==> config.mk <==
export PLATFORM = sky130hd
export DESIGN_NAME = ex_stage
export DESIGN_NICKNAME = d
export VERILOG_FILES = /design/src/rtl/ex_pkg.sv /design/src/rtl/alu.sv /design/src/rtl/ex_muldiv.sv /design/src/rtl/ex_stage.sv
export SDC_FILE = /design/constraint.sdc
export NUM_CORES = 1
export LEC_CHECK = 0
export BUFFER_PORTS_ARGS = -buffer_cell sky130_fd_sc_hd__buf_4
export CAP_MARGIN = 5
export CORE_MARGIN = 2
export CORE_UTILIZATION = 40
export DETAILED_ROUTE_END_ITERATION = 8
export PLACE_DENSITY = 0.73
export SETUP_SLACK_MARGIN = 0.2
export SLEW_MARGIN = 10
export SYNTH_ARGS = -nofsm -noshare
export SYNTH_HDL_FRONTEND = slang
export SYNTH_SLANG_ARGS = --single-unit
==> constraint.sdc <==
create_clock -name clk -period 6.7 [get_ports clk]
set_input_delay 1.005 -clock clk [delete_from_list [all_inputs] [get_ports clk]]
set_output_delay 1.005 -clock clk [all_outputs]
set_load 0.02 [all_outputs]
==> src/rtl/ex_pkg.sv <==
// ex_pkg: shared types and constants for the execute stage.
//   a_sel_e / b_sel_e : operand-select encodings
//   state_e           : stage occupancy (EMPTY, FULL, MD_BUSY)
//   ALU_* / MD_*      : alu_mode encodings
//   is_md()           : true for modes handled by the multiply/divide unit
package ex_pkg;

  typedef enum logic [1:0] {
    A_RS1     = 2'd0,
    A_PC      = 2'd1,
    A_FWD_MEM = 2'd2,
    A_FWD_WB  = 2'd3
  } a_sel_e;

  typedef enum logic [1:0] {
    B_RS2     = 2'd0,
    B_IMM     = 2'd1,
    B_FWD_MEM = 2'd2,
    B_FWD_WB  = 2'd3
  } b_sel_e;

  typedef enum logic [1:0] {
    EMPTY   = 2'd0,
    FULL    = 2'd1,
    MD_BUSY = 2'd2
  } state_e;

  localparam logic [7:0] ALU_ADD  = 8'h00;
  localparam logic [7:0] ALU_SUB  = 8'h01;
  localparam logic [7:0] ALU_AND  = 8'h02;
  localparam logic [7:0] ALU_OR   = 8'h03;
  localparam logic [7:0] ALU_XOR  = 8'h04;
  localparam logic [7:0] ALU_SLL  = 8'h05;
  localparam logic [7:0] ALU_SRL  = 8'h06;
  localparam logic [7:0] ALU_SRA  = 8'h07;
  localparam logic [7:0] ALU_SLT  = 8'h08;
  localparam logic [7:0] ALU_SLTU = 8'h09;

  localparam logic [7:0] MD_MUL   = 8'h20;
  localparam logic [7:0] MD_MULH  = 8'h21;
  localparam logic [7:0] MD_MULHU = 8'h23;
  localparam logic [7:0] MD_DIV   = 8'h24;
  localparam logic [7:0] MD_DIVU  = 8'h25;
  localparam logic [7:0] MD_REM   = 8'h26;
  localparam logic [7:0] MD_REMU  = 8'h27;

  function automatic logic is_md(input logic [7:0] mode);
    return mode inside {MD_MUL, MD_MULH, MD_MULHU, MD_DIV, MD_DIVU, MD_REM, MD_REMU};
  endfunction

endpackage

==> src/rtl/alu.sv <==
// Alu: single-cycle combinational ALU.
//   a, b   : operands (WordSize)
//   mode   : operation (ModeW), encodings match ex_pkg::ALU_*
//   result : combinational result; unknown modes return 0
module Alu #(
  parameter int WordSize = 32,
  parameter int ModeW    = 8
) (
  input  logic [WordSize-1:0] a,
  input  logic [WordSize-1:0] b,
  input  logic [ModeW-1:0]    mode,
  output logic [WordSize-1:0] result
);

  localparam int ShW = $clog2(WordSize);

  logic [ShW-1:0] sh;
  logic signed [WordSize-1:0] a_s;
  logic signed [WordSize-1:0] b_s;

  assign sh  = b[ShW-1:0];
  assign a_s = a;
  assign b_s = b;

  always_comb begin
    result = '0;
    case (mode)
      ModeW'(0): result = a + b;
      ModeW'(1): result = a - b;
      ModeW'(2): result = a & b;
      ModeW'(3): result = a | b;
      ModeW'(4): result = a ^ b;
      ModeW'(5): result = a << sh;
      ModeW'(6): result = a >> sh;
      ModeW'(7): result = a_s >>> sh;
      ModeW'(8): result = {{(WordSize-1){1'b0}}, (a_s < b_s)};
      ModeW'(9): result = {{(WordSize-1){1'b0}}, (a < b)};
      default:   result = '0;
    endcase
  end

endmodule

==> src/rtl/ex_muldiv.sv <==
// ex_muldiv: iterative multiply / divide, one bit per cycle, WordSize cycles.
//   clk, rst : clock, asynchronous active-high reset
//   start    : load operands and begin (mode, a, b sampled this cycle)
//   mode     : one of ex_pkg::MD_* (8 bits)
//   abort    : cancel the operation in flight
//   done     : one-cycle pulse on the cycle whose edge completes the op
//   result   : valid while done is high
// Operands of signed modes are reduced to magnitudes at start; the sign is
// applied to the final step's value combinationally, so result is ready on
// the same cycle done is asserted.
module ex_muldiv import ex_pkg::*; #(
  parameter int WordSize = 32
) (
  input  logic                clk,
  input  logic                rst,
  input  logic                start,
  input  logic [7:0]          mode,
  input  logic [WordSize-1:0] a,
  input  logic [WordSize-1:0] b,
  input  logic                abort,
  output logic                done,
  output logic [WordSize-1:0] result
);

  localparam int CntW = $clog2(WordSize + 1);

  function automatic logic [WordSize-1:0] neg_if(input logic n, input logic [WordSize-1:0] v);
    return n ? -v : v;
  endfunction

  function automatic logic [2*WordSize-1:0] neg2_if(input logic n, input logic [2*WordSize-1:0] v);
    return n ? -v : v;
  endfunction

  logic [CntW-1:0]     cnt;
  logic [WordSize-1:0] hi;       // product high half / partial remainder
  logic [WordSize-1:0] lo;       // multiplier / dividend shifting into quotient
  logic [WordSize-1:0] opd;      // multiplicand / divisor magnitude
  logic [7:0]          mode_q;
  logic [WordSize-1:0] a_q;      // original dividend, returned by REM on /0
  logic                dz_q;
  logic                neg_q;    // sign of product / quotient
  logic                rneg_q;   // sign of remainder follows the dividend

  logic                sgn;
  logic signed [WordSize-1:0] a_s;
  logic signed [WordSize-1:0] b_s;
  logic                a_neg;
  logic                b_neg;

  assign sgn   = mode inside {MD_MUL, MD_MULH, MD_DIV, MD_REM};
  assign a_s   = a;
  assign b_s   = b;
  assign a_neg = sgn && (a_s < 0);
  assign b_neg = sgn && (b_s < 0);

  logic                is_div;
  logic [WordSize:0]   mul_sum;
  logic [WordSize:0]   shifted;
  logic                borrow;
  logic [WordSize-1:0] hi_n;
  logic [WordSize-1:0] lo_n;

  assign is_div = mode_q[2];

  // one shift-add or restoring-divide step
  always_comb begin
    mul_sum = {1'b0, hi} + (lo[0] ? {1'b0, opd} : '0);
    shifted = {hi, lo[WordSize-1]};
    borrow  = shifted < {1'b0, opd};
    if (is_div) begin
      if (!borrow) begin
        hi_n = WordSize'(shifted - {1'b0, opd});
        lo_n = {lo[WordSize-2:0], 1'b1};
      end else begin
        hi_n = shifted[WordSize-1:0];
        lo_n = {lo[WordSize-2:0], 1'b0};
      end
    end else begin
      hi_n = mul_sum[WordSize:1];
      lo_n = {mul_sum[0], lo[WordSize-1:1]};
    end
  end

  always_ff @(posedge clk or posedge rst) begin
    if (rst) begin
      cnt    <= '0;
      hi     <= '0;
      lo     <= '0;
      opd    <= '0;
      mode_q <= '0;
      a_q    <= '0;
      dz_q   <= 1'b0;
      neg_q  <= 1'b0;
      rneg_q <= 1'b0;
    end else if (abort) begin
      cnt <= '0;
    end else if (start) begin
      cnt    <= CntW'(WordSize);
      hi     <= '0;
      lo     <= a_neg ? -a : a;
      opd    <= b_neg ? -b : b;
      mode_q <= mode;
      a_q    <= a;
      dz_q   <= (b == '0);
      neg_q  <= a_neg ^ b_neg;
      rneg_q <= a_neg;
    end else if (cnt != '0) begin
      cnt <= cnt - CntW'(1);
      hi  <= hi_n;
      lo  <= lo_n;
    end
  end

  assign done = (cnt == CntW'(1)) && !abort;

  // min / -1 needs no special case: |min| / 1 re-negates to min, remainder 0
  logic [2*WordSize-1:0] prod;
  logic [2*WordSize-1:0] prod_s;

  assign prod   = {hi_n, lo_n};
  assign prod_s = neg2_if(neg_q, prod);

  always_comb begin
    result = '0;
    case (mode_q)
      MD_MUL:   result = prod_s[WordSize-1:0];
      MD_MULH:  result = prod_s[2*WordSize-1:WordSize];
      MD_MULHU: result = prod[2*WordSize-1:WordSize];
      MD_DIV:   result = dz_q ? '1 : neg_if(neg_q, lo_n);
      MD_DIVU:  result = dz_q ? '1 : lo_n;
      MD_REM:   result = dz_q ? a_q : neg_if(rneg_q, hi_n);
      MD_REMU:  result = dz_q ? a_q : hi_n;
      default:  result = '0;
    endcase
  end

endmodule

==> src/rtl/ex_stage.sv <==
// ex_stage: execute stage with valid/ready handshake, operand forwarding,
// synchronous flush and an optional iterative multiply/divide unit.
//   Config macro: EX_MULDIV_EN -- when defined ex_muldiv is instantiated and
//   MD modes take WordSize cycles; otherwise MD modes complete in one cycle
//   with alu_out = 0 and busy is tied low.
//   Decode side : in_valid/in_ready, a_sel, b_sel, imm, pc_in, rs1d, rs2d_in,
//                 branch_addr_in, branch_taken_in, rdn_in, alu_mode,
//                 fwd_mem, fwd_wb (forwarded results)
//   Memory side : out_valid/out_ready, alu_out, pc, branch_addr, rs2d,
//                 branch_taken, rdn
//   Control     : clk, rst (async, active-high), flush (sync squash), busy
module ex_stage import ex_pkg::*; #(
  parameter int WordSize = 32,
  parameter int ModeW    = 8
) (
  input  logic                clk,
  input  logic                rst,
  input  logic                flush,
  input  logic                in_valid,
  output logic                in_ready,
  input  logic                branch_taken_in,
  input  logic [1:0]          a_sel,
  input  logic [1:0]          b_sel,
  input  logic [WordSize-1:0] imm,
  input  logic [WordSize-1:0] pc_in,
  input  logic [WordSize-1:0] rs1d,
  input  logic [WordSize-1:0] rs2d_in,
  input  logic [WordSize-1:0] branch_addr_in,
  input  logic [WordSize-1:0] fwd_mem,
  input  logic [WordSize-1:0] fwd_wb,
  input  logic [4:0]          rdn_in,
  input  logic [ModeW-1:0]    alu_mode,
  output logic                out_valid,
  input  logic                out_ready,
  output logic                branch_taken,
  output logic [4:0]          rdn,
  output logic [WordSize-1:0] pc,
  output logic [WordSize-1:0] branch_addr,
  output logic [WordSize-1:0] rs2d,
  output logic [WordSize-1:0] alu_out,
  output logic                busy
);

  // ---- stage p0: operand forwarding muxes ----
  logic [WordSize-1:0] a_p0;
  logic [WordSize-1:0] b_p0;

  always_comb begin
    a_p0 = rs1d;
    case (a_sel)
      A_RS1:     a_p0 = rs1d;
      A_PC:      a_p0 = pc_in;
      A_FWD_MEM: a_p0 = fwd_mem;
      A_FWD_WB:  a_p0 = fwd_wb;
      default:   a_p0 = rs1d;
    endcase
  end

  always_comb begin
    b_p0 = rs2d_in;
    case (b_sel)
      B_RS2:     b_p0 = rs2d_in;
      B_IMM:     b_p0 = imm;
      B_FWD_MEM: b_p0 = fwd_mem;
      B_FWD_WB:  b_p0 = fwd_wb;
      default:   b_p0 = rs2d_in;
    endcase
  end

  state_e state;
  state_e state_n;
  logic   cap;
  logic   cap_md;
  logic   md_done;

  assign in_ready = !rst && !flush && ((state == EMPTY) || ((state == FULL) && out_ready));
  assign cap      = in_valid && in_ready;

  always_comb begin
    state_n = state;
    if (flush) begin
      state_n = EMPTY;
    end else begin
      case (state)
        EMPTY:   if (cap) state_n = cap_md ? MD_BUSY : FULL;
        FULL:    if (out_ready) state_n = cap ? (cap_md ? MD_BUSY : FULL) : EMPTY;
        MD_BUSY: if (md_done) state_n = FULL;
        default: state_n = EMPTY;
      endcase
    end
  end

  // ---- stage p1: stage register ----
  logic [WordSize-1:0] a_p1;
  logic [WordSize-1:0] b_p1;
  logic [ModeW-1:0]    mode_p1;
  logic                vld_p1;

  always_ff @(posedge clk or posedge rst) begin
    if (rst) begin
      state        <= EMPTY;
      a_p1         <= '0;
      b_p1         <= '0;
      mode_p1      <= '0;
      rdn          <= '0;
      pc           <= '0;
      branch_addr  <= '0;
      rs2d         <= '0;
      branch_taken <= 1'b0;
    end else begin
      state <= state_n;
      if (cap) begin
        a_p1         <= a_p0;
        b_p1         <= b_p0;
        mode_p1      <= alu_mode;
        rdn          <= rdn_in;
        pc           <= pc_in;
        branch_addr  <= branch_addr_in;
        rs2d         <= rs2d_in;
        branch_taken <= branch_taken_in;
      end
    end
  end

  assign vld_p1    = (state == FULL);
  assign out_valid = vld_p1;

  logic [WordSize-1:0] alu_res;
  logic [WordSize-1:0] md_q;
  logic                md_p1;

  Alu #(
    .WordSize (WordSize),
    .ModeW    (ModeW)
  ) u_alu (
    .a      (a_p1),
    .b      (b_p1),
    .mode   (mode_p1),
    .result (alu_res)
  );

  assign md_p1 = is_md(8'(mode_p1));

`ifdef EX_MULDIV_EN
  logic [WordSize-1:0] md_res;

  assign cap_md = cap && is_md(8'(alu_mode));

  ex_muldiv #(
    .WordSize (WordSize)
  ) u_muldiv (
    .clk    (clk),
    .rst    (rst),
    .start  (cap_md),
    .mode   (8'(alu_mode)),
    .a      (a_p0),
    .b      (b_p0),
    .abort  (flush),
    .done   (md_done),
    .result (md_res)
  );

  // MD result lands on the same edge that moves MD_BUSY to FULL
  always_ff @(posedge clk or posedge rst) begin
    if (rst) begin
      md_q <= '0;
    end else if (md_done && (state == MD_BUSY) && !flush) begin
      md_q <= md_res;
    end
  end

  assign busy = (state == MD_BUSY);
`else
  assign cap_md  = 1'b0;
  assign md_done = 1'b0;
  assign md_q    = '0;
  assign busy    = 1'b0;
`endif

  assign alu_out = md_p1 ? md_q : alu_res;

endmodule

==> metrics.md <==
| Metric | Value |
|---|---|
| Setup crit end kind | `output pin` |
| Row cnt | `74` |
| Max-slew headroom | `21.8%` |
| Fill cell count | `3773` |
| Mapped cell area | `16600 µm²` |
| Core area | `40800 µm²` |
| Async SR Flop Fraction | `100%` |
| Synth Flop Type | `dfrtp_1` |
| Setup TNS | `0 ns` |
| CTS tree | `done` |
| Final Util | `50.0%` |
| Worst skew pair latency | `0.45 ns` |
| Synth top area share | `26.4%` |
| Wire length per cell | `26.4 µm` |
| Vias in the first global route | `15978` |
| Post-synth EDFFs | `0` |
| Post-CTS Setup Repair Bufs | `0` |
| CTS buffer count | `17` |
| Hold slack | `0.508 ns` |
| Worst Tran Pin Value | `1.16 ns` |
| RSZ-0062 raised after global routing | `no` |
| Detail Placement HPWL | `53700 µm` |
| GP Congestion | `1.01` |
| Synth unique cells | `89` |
| GRT Total Usage | `31.2%` |
| Port bufs | `382` |
| Crit path DAT | `4.72 ns` |
| Share of cells above drive strength 1 | `36.2%` |
| Nets | `2412` |
| First-pass GRT wire length | `103000 µm` |
| Register area share after synthesis | `26.4%` |
| Die span in x | `208 µm` |
| CP max FO | `35` |
| Max VDD drop | `270 µV` |
| DR pass1 iterations | `6` |
| Synthesis-to-layout area growth | `23.1%` |
| # DRC | `0` |
| Die H | `208 µm` |
| Power Dens Cells | `332 nW/µm²` |
| Max Cap Viol | `0` |
| Largest buffer count on any clock path | `2` |
| F_max | `175 MHz` |
| Average instance area after synthesis | `9.34 µm²` |
| Synth warn | `0` |
| Min cycle time layout | `5.72 ns` |
| Post-synth top area cell | `dfrtp_1` |
| Post-Syn Instances | `1775` |
| Status | `complete, no violations` |
| Synth Net Count | `2124` |
| Critical path required time | `5.69 ns` |
| H-tree Lvls | `4` |
| Crit Path Class | `reg -> out` |
| Synth Register Bits | `175` |
| Hold Path Class | `reg -> reg` |
| Root Buffer | `clkbuf_16` |
| Reg clk slew, reported paths | `0.07 ns` |
| Via count | `16283` |
| Lkg Pwr | `9.13 nW` |
| WL final | `69000 µm` |
| Largest net degree at the start of global routing | `176` |
| Vias per inst | `6.24` |
| Crit share post-route | `85.4%` |
| Slew Limit Fails | `0` |
| Clock Sink Count | `175` |
| Initial antenna violation count | `2` |
| Top post-synthesis cells by area | `dfrtp_1, mux2_2, mux4_2` |
| Cts hold-fix bufs | `0` |
| Fin Clk Skew | `0.0119 ns` |
| Post-cts sizing count | `0` |
| Final hold vios | `0` |
| Initial Util | `40.6%` |
| Die area | `43100 µm²` |
| First-iteration detailed-routing DRC count | `1756` |
| Final setup viols | `0` |
| Final antenna-violating net count | `0` |
| Total grt overflow | `0` |
| Setup crit start kind | `register` |
| IO Count | `384` |
-- worst max-delay path, stage by stage, from the launching register on --
cell       delay, ns
dfrtp_2         0.78
buf_4           0.50
mux2_2          0.42
a22oi_1         0.27
o2111ai_1       0.19
o2111a_1        0.21
a211oi_1        0.77
o2111ai_1       0.27
nor2_2          0.21
a2111oi_2       0.06
or3_1           0.41
buf_4           0.17
-- cell families after synthesis --
group	after synthesis	share of synthesized area [%]
flip-flops	175	26.4
adder cells (fa/ha/maj)	102	7.79
multiplexers	346	28.3
AND/OR/NAND/NOR	414	11.7
XOR/XNOR	16	0.846
AO/OA/AOI/OAI	485	19.3
other	1	0.0226
buffers and inverters	236	5.58
-- registers in the layout, indices dropped and copies added (netlist names) --
name	cells
rdn	5
state	1
branch_addr	32
rs2d	32
b_p1	32
pc	32
branch_taken	1
a_p1	32
mode_p1	8
-- synth_stat cells (all sizes together), types with 6 or more instances --
cell / instances
a2111oi: 7
a211o: 9
a211oi: 34
a21boi: 6
a21o: 16
a21oi: 123
a221oi: 17
a22o: 6
a22oi: 7
a31oi: 15
and3: 13
buf: 33
clkbuf: 106
dfrtp: 175
ha: 100
inv: 95
mux2: 206
mux2i: 62
mux4: 78
nand2: 112
nand2b: 14
nand3: 23
nand4: 7
nor2: 153
nor2b: 15
nor3: 35
nor3b: 6
o2111ai: 10
o211ai: 27
o21ai: 118
o21bai: 11
o221ai: 11
o22ai: 10
o31ai: 14
or2: 6
xnor2: 14
-- cell usage in the layout, fill, tap and decap left out, types with 11 or more instances in the layout --
| cell | synthesis | layout |
|---|---|---|
| o211ai_1 | 27 | 27 |
| xnor2_1 | 14 | 14 |
| a31oi_1 | 15 | 15 |
| nor3_1 | 33 | 33 |
| a221oi_1 | 16 | 16 |
| nand2b_1 | 14 | 14 |
| mux4_2 | 78 | 78 |
| nor2b_1 | 15 | 15 |
| a21o_1 | 16 | 16 |
| ha_1 | 100 | 100 |
| o21ai_0 | 111 | 111 |
| o221ai_1 | 11 | 11 |
| inv_1 | 94 | 93 |
| a211oi_1 | 34 | 34 |
| buf_4 | 2 | 407 |
| o31ai_1 | 14 | 14 |
| dfrtp_1 | 175 | 171 |
| clkbuf_16 | 0 | 17 |
| nand2_1 | 111 | 110 |
| o21bai_1 | 11 | 11 |
| nor2_1 | 152 | 150 |
| nand3_1 | 23 | 23 |
| a21oi_1 | 123 | 123 |
| and3_1 | 13 | 13 |
| mux2_2 | 206 | 206 |
| mux2i_1 | 62 | 62 |
-- power breakdown --
| group | internal (mW) | total (mW) | switching [mW] |
|---|---|---|---|
| clock | 0.508 | 1.02 | 0.508 |
| sequential | 1.28 | 1.62 | 0.342 |
| combinational | 1.62 | 4.14 | 2.52 |
| total | 3.41 | 6.77 | 3.37 |
-- worst paths after layout --
path / start / endpoint / slack, ns / cells past startpoint
max: b_p1[0] / alu_out[31] / 0.98 / 11
max in group asynchronous: rst / b_p1[22] / 4.61 / 3
max reg2reg: state[0] / branch_addr[29] / 4.59 / 5
min reg2reg: branch_addr[5] / branch_addr[5] / 0.51 / 1
min in group asynchronous: rst / rs2d[8] / 0.71 / 2
min: branch_addr[5] / branch_addr[5] / 0.51 / 1
-- through the flow --
stage | worst slack [ns] | std cells | area [µm²] | power [mW]
after global routing | 0.830 | 2610 | 20400 | 7.13
final | 0.976 | 2610 | 20400 | 6.77
after CTS | 1.11 | 2608 | 20400 | 6.69
after floorplan | 0.950 | 1775 | 16600 | 4.20
after detailed placement | 1.63 | 2576 | 19800 | 5.64
after global placement | 1.71 | 2576 | 19800 | 5.61
-- per-layer routing --
metal | GRT usage [%] | vias up | part of all wire, %
met5 | 0 | - | 0
met4 | 10.2 | 0 | 3.0
met3 | 7.02 | 103 | 9.2
met2 | 49.5 | 909 | 47
met1 | 42.3 | 8081 | 41
li1 | - | 7190 | -
-- final cells by class --
type | count | area, µm² | area share (%)
Multi-Input combinational cell | 1364 | 11300 | 55.3
Sequential cell | 175 | 4380 | 21.5
Timing Repair Buffer | 408 | 3080 | 15.1
Tap cell | 532 | 666 | 3.26
Clock buffer | 17 | 425 | 2.08
Inverter | 97 | 372 | 1.82
Clock inverter | 15 | 190 | 0.932
Antenna cell | 2 | 5.00 | 0.0245
Power figures use the tool's default switching activity.
